File: config.mk
export PLATFORM = sky130hd
export DESIGN_NAME = mem_arbiter
export DESIGN_NICKNAME = d
export VERILOG_FILES = /design/src/rtl/mem_arbiter.sv
export SDC_FILE = /design/constraint.sdc
export NUM_CORES = 1
export LEC_CHECK = 0
export BUFFER_PORTS_ARGS = -buffer_cell sky130_fd_sc_hd__buf_2
export CAP_MARGIN = 25
export CORE_MARGIN = 5
export CORE_UTILIZATION = 51
export CTS_BUF_LIST = sky130_fd_sc_hd__clkbuf_4 sky130_fd_sc_hd__clkbuf_8
export CTS_CLUSTER_DIAMETER = 120
export DETAILED_ROUTE_END_ITERATION = 8
export HOLD_SLACK_MARGIN = 0.05
export PLACE_DENSITY = 0.89
export SLEW_MARGIN = 15
export SYNTH_ARGS = -nofsm -noshare
export SYNTH_HDL_FRONTEND = slang
export SYNTH_SLANG_ARGS = --single-unit
File: constraint.sdc
create_clock -name clock -period 2.9 [get_ports clock]
set_input_delay 0.29 -clock clock [delete_from_list [all_inputs] [get_ports clock]]
set_output_delay 0.29 -clock clock [all_outputs]
set_load 0.005 [all_outputs]
File: src/rtl/mem_arbiter.sv
// Round-robin two-port arbiter in front of a single-port memory.
// One access in flight at a time; all outputs registered.
module mem_arbiter #(
    parameter int unsigned ADDR_W = 16,
    parameter int unsigned DATA_W = 16,
    parameter int unsigned RD_LAT = 1
) (
    input  logic              clock,
    input  logic              reset,
    input  logic              req0,
    input  logic              req1,
    input  logic              we0,
    input  logic              we1,
    input  logic [ADDR_W-1:0] addr0,
    input  logic [ADDR_W-1:0] addr1,
    input  logic [DATA_W-1:0] wdata0,
    input  logic [DATA_W-1:0] wdata1,
    output logic              gnt0,
    output logic              gnt1,
    output logic              rvalid0,
    output logic              rvalid1,
    output logic [DATA_W-1:0] rdata0,
    output logic [DATA_W-1:0] rdata1,
    output logic              busy,
    output logic [ADDR_W-1:0] mem_address,
    output logic              mem_wr_en,
    output logic [DATA_W-1:0] mem_data_in,
    input  logic [DATA_W-1:0] mem_data_out
);

    localparam int unsigned CNT_W = 3;

    typedef enum logic [1:0] {StIdle, StAccess, StRdwait} state_e;

    state_e            state_q, state_d;
    logic              sel_q, sel_d;
    logic              last_q, last_d;
    logic [CNT_W-1:0]  cnt_q, cnt_d;
    logic              gnt0_q, gnt0_d, gnt1_q, gnt1_d;
    logic              rvalid0_q, rvalid0_d, rvalid1_q, rvalid1_d;
    logic [DATA_W-1:0] rdata0_q, rdata0_d, rdata1_q, rdata1_d;
    logic              busy_q, busy_d;
    logic [ADDR_W-1:0] mem_address_q, mem_address_d;
    logic              mem_wr_en_q, mem_wr_en_d;
    logic [DATA_W-1:0] mem_data_in_q, mem_data_in_d;
    logic              pick;

    always_comb begin
        state_d       = state_q;
        sel_d         = sel_q;
        last_d        = last_q;
        cnt_d         = cnt_q;
        gnt0_d        = 1'b0;
        gnt1_d        = 1'b0;
        rvalid0_d     = 1'b0;
        rvalid1_d     = 1'b0;
        rdata0_d      = rdata0_q;
        rdata1_d      = rdata1_q;
        mem_address_d = mem_address_q;
        mem_wr_en_d   = 1'b0;
        mem_data_in_d = mem_data_in_q;
        pick          = 1'b0;

        unique case (state_q)
            StIdle: begin
                if (req0 || req1) begin
                    // On a tie the port that was not granted last wins
                    pick          = (req0 && req1) ? ~last_q : req1;
                    sel_d         = pick;
                    mem_address_d = pick ? addr1 : addr0;
                    mem_data_in_d = pick ? wdata1 : wdata0;
                    mem_wr_en_d   = pick ? we1 : we0;
                    gnt0_d        = ~pick;
                    gnt1_d        = pick;
                    state_d       = StAccess;
                end
            end
            StAccess: begin
                last_d = sel_q;
                if (mem_wr_en_q) begin
                    state_d = StIdle;
                end else begin
                    cnt_d   = CNT_W'(RD_LAT);
                    state_d = StRdwait;
                end
            end
            StRdwait: begin
                cnt_d = cnt_q - 1'b1;
                if (cnt_q == CNT_W'(1)) begin
                    if (sel_q) begin
                        rdata1_d  = mem_data_out;
                        rvalid1_d = 1'b1;
                    end else begin
                        rdata0_d  = mem_data_out;
                        rvalid0_d = 1'b1;
                    end
                    state_d = StIdle;
                end
            end
            default: state_d = StIdle;
        endcase

        busy_d = (state_d != StIdle);
    end

    always_ff @(posedge clock) begin
        if (reset) begin
            state_q       <= StIdle;
            sel_q         <= 1'b0;
            last_q        <= 1'b1;
            cnt_q         <= '0;
            gnt0_q        <= 1'b0;
            gnt1_q        <= 1'b0;
            rvalid0_q     <= 1'b0;
            rvalid1_q     <= 1'b0;
            rdata0_q      <= '0;
            rdata1_q      <= '0;
            busy_q        <= 1'b0;
            mem_address_q <= '0;
            mem_wr_en_q   <= 1'b0;
            mem_data_in_q <= '0;
        end else begin
            state_q       <= state_d;
            sel_q         <= sel_d;
            last_q        <= last_d;
            cnt_q         <= cnt_d;
            gnt0_q        <= gnt0_d;
            gnt1_q        <= gnt1_d;
            rvalid0_q     <= rvalid0_d;
            rvalid1_q     <= rvalid1_d;
            rdata0_q      <= rdata0_d;
            rdata1_q      <= rdata1_d;
            busy_q        <= busy_d;
            mem_address_q <= mem_address_d;
            mem_wr_en_q   <= mem_wr_en_d;
            mem_data_in_q <= mem_data_in_d;
        end
    end

    assign gnt0        = gnt0_q;
    assign gnt1        = gnt1_q;
    assign rvalid0     = rvalid0_q;
    assign rvalid1     = rvalid1_q;
    assign rdata0      = rdata0_q;
    assign rdata1      = rdata1_q;
    assign busy        = busy_q;
    assign mem_address = mem_address_q;
    assign mem_wr_en   = mem_wr_en_q;
    assign mem_data_in = mem_data_in_q;

endmodule

==> metrics.md <==
| Metric | Value |
|---|---|
| Die Wd | 89.2 um |
| WP data required | 3.12 ns |
| Reg-to-Reg Start | cnt_q[1] |
| Routed Antenna Nets | 0 |
| DRT Wirelength | 9240 um |
| Power, Total | 0.00245 W |
| Largest net degree at the start of global routing | 39 |
| Netlist cell types | 32 |
| RSZ-0062 raised after global routing | false |
| CP Class | flop to flop |
| Worst path slowest cell | or3_1 |
| Worst skew pair latency | 0.33 ns |
| Initial cell density of the core | 53.1% |
| Slew Limit Fails | 0 |
| Fillcell total | 496 |
| LEAKAGE | 2.05 nW |
| Synth Area in XOR/XNOR | 0.274% |
| Highest-count cells in the layout ignoring fill and taps | buf_2 (155), nand2_1 (89), dfxtp_1 (77) |
| Hold Path Class | primary input to flop |
| Die area | 0.00796 mm^2 |
| Area growth, synth to finish | 29.9% |
| Critical-path maximum fanout | 17 |
| Async set-or-reset flop fraction in the synthesized netlist | 0% |
| Max stage delay on crit path | 0.74 ns |
| Hold_ws | 0.204 ns |
| Period utilization | 70.9% |
| Commonest non-fill, non-tap cell in the layout | buf_2 |
| 1st-pass router iterations | 4 |
| Drt via density | 5.55 |
| H-tree lvl count | 3 |
| Initial DRC Count | 220 |
| Grt total ovfl | 0 |
| CTS tree | built |
| Element type at the critical path end | flop |
| Syn Inst Count | 365 |
| Worst Hold Launch | wdata0[9] |
| Clock skew | 0.00568 ns |
| Adder-cell share of the synthesized area | 0.782% |
| Post_cts resized | 0 |
| Worst-case clock buffer depth | 2 |
| Final Hold Fails | 0 |
| Tmin final | 2.05 ns |
| Slew HR | 51.3% |
| Root Driver | clkbuf_8 |
| Combinational family with the most area after synthesis | compound AO/OA/AOI/OAI gates |
| Post-DP HPWL | 6660 um |
| DRC | 0 |
| Compound-cell area share of the yosys netlist | 19.8% |
| Worst EP arrival | 2.27 ns |
| Initial antenna violation count | 0 |
| Top-Level Pins | 156 |
| First-pass GRT wire length | 14300 um |
| Final setup viols | 0 |
| GP Congestion | 0.785 |
| Die H | 89.2 um |
| Syn_area_per_cell | 8.77 um^2 |
| Cell Pwr Density | 590 mW/mm^2 |
| Vias in the first global route | 3059 |
| Setup repair bufs after CTS | 0 |
| Avg WL per Cell | 15.9 um |
| Fmax achieved | 487 MHz |
| PortBufs | 155 |
| Max-cap violation count | 0 |
| Hold Buf Count CTS | 0 |
| Synth Flop Type | dfxtp_1 |
| Number of synthesized flops with an enable pin | 0 |
| Sequential area share after synthesis | 48.1% |
| Multiplexer share of the synthesized area | 6.57% |
| Core region area | 0.00603 mm^2 |
| Synth Area in Simple Gates | 18.7% |
| DR vias | 3222 |
| Reg clk slew, reported paths | 0.08 ns |
| Synth warn | 0 |
| Rows | 28 |
| Clk sink count | 77 |
| CP Cell Sequence | inv_1 -> ha_1 -> nand2b_1 -> or3_1 -> a31o_1 |
| Cell Area, Synth | 0.00320 mm^2 |
| Crit path launch | cnt_q[1] |
| Nets in the synthesized netlist | 453 |
| Worst slew pin tran | 0.731 ns |
| Fin nets | 590 |
| Setup crit start kind | flop |
| Num CTS Buffers | 9 |
| Share of cells above drive strength 1 | 37.0% |
| Max VDD drop | 294 uV |
| Tot GR Track Use | 22.8% |
| Ant diodes | 0 |
| Status | finished, final reports clean |
| Setup tns final | 0 ns |
| Synthesized flop and latch total | 77 |
## where the power goes
group          leakage, nW  internal [W]  switching, W  total, W
clock                0.101      0.000437      0.000375  0.000812
combinational         1.31      0.000193      0.000256  0.000450
sequential           0.630       0.00114     0.0000515   0.00119
## stage by stage
stage	instances	cell area, um^2	util (%)	setup WS [ns]
after detailed placement	566	3960	65.7	0.890
after global placement	566	3960	65.7	0.991
after floorplan	365	3200	-	1.39
after CTS	581	4160	69.0	0.871
after global routing	581	4160	69.0	0.708
final	581	4160	69.0	0.845
## registers in the layout, indices dropped and copies added, names as in the netlist
name and flops:
rvalid1 1, state_q 2, sel_q 1, cnt_q 3, mem_data_in 16, last_q 1, busy 1, rdata0 16
mem_wr_en 1, rvalid0 1, rdata1 16, mem_address 16, gnt1 1, gnt0 1
## final timing paths
path	endpoint	slack [ns]	depth (start not counted)
hold / removal	mem_data_in[9]	0.20	3
hold reg to reg	rdata1[13]	0.46	2
setup / recovery	rdata0[10]	0.85	5
setup reg to reg	rdata0[10]	0.85	5
## synthesized netlist by cell type (2+ instances only)
cell type,count,area [um^2]
dfxtp_1,77,1540
a21oi_1,37,185
nand2_1,89,334
o21ai_0,2,10.0
ha_1,2,25.0
nand2b_1,13,81.3
nor4_1,12,75.1
nor2_1,6,22.5
buf_2,11,55.1
a31o_2,7,61.3
or3_1,2,12.5
mux2i_1,21,210
nor3_1,5,25.0
a31o_1,5,43.8
clkbuf_1,21,78.8
inv_1,6,22.5
a311oi_1,32,280
a2111oi_0,2,17.5
buf_6,2,22.5
## metal layers
metal	global-route usage, %	share of wire, %	vias to the layer above
met5	0	0	-
met4	6.77	1.1	0
li1	-	-	1567
met3	7.37	11	10
met1	28.8	40	1462
met2	37.2	48	183
## final cells by class
| cell class | count | area, um^2 | share of cell area (%) |
|---|---|---|---|
| Timing Repair Buffer | 161 | 821 | 19.7 |
| Inverter | 6 | 22.5 | 0.542 |
| Clock inverter | 4 | 47.5 | 1.14 |
| Tap cell | 75 | 93.8 | 2.26 |
| Multi-Input combinational cell | 247 | 1480 | 35.6 |
| Sequential cell | 77 | 1540 | 37.1 |
| Clock buffer | 11 | 151 | 3.64 |
## worst max-delay path: cells and delay by family, from the launching register on
| kind | cells | cell delay (ns) |
|---|---|---|
| AND/OR/NAND/NOR | 2 | 1.05 |
| AO/OA/AOI/OAI | 1 | 0.36 |
| flip-flops | 1 | 0.31 |
| adder cells (fa/ha/maj) | 1 | 0.14 |
| buffers and inverters | 1 | 0.08 |
## cell families (layout without fill, tap and decap cells)
| logic type | Yosys count | after routing |
|---|---|---|
| buf+inv | 41 | 182 |
| fa+ha+maj | 2 | 2 |
| simple gates | 134 | 134 |
| mux | 21 | 21 |
| xor+xnor | 1 | 1 |
| flops | 77 | 77 |
| compound gates | 89 | 89 |
Note: power is estimated with default switching activity, not from simulation.
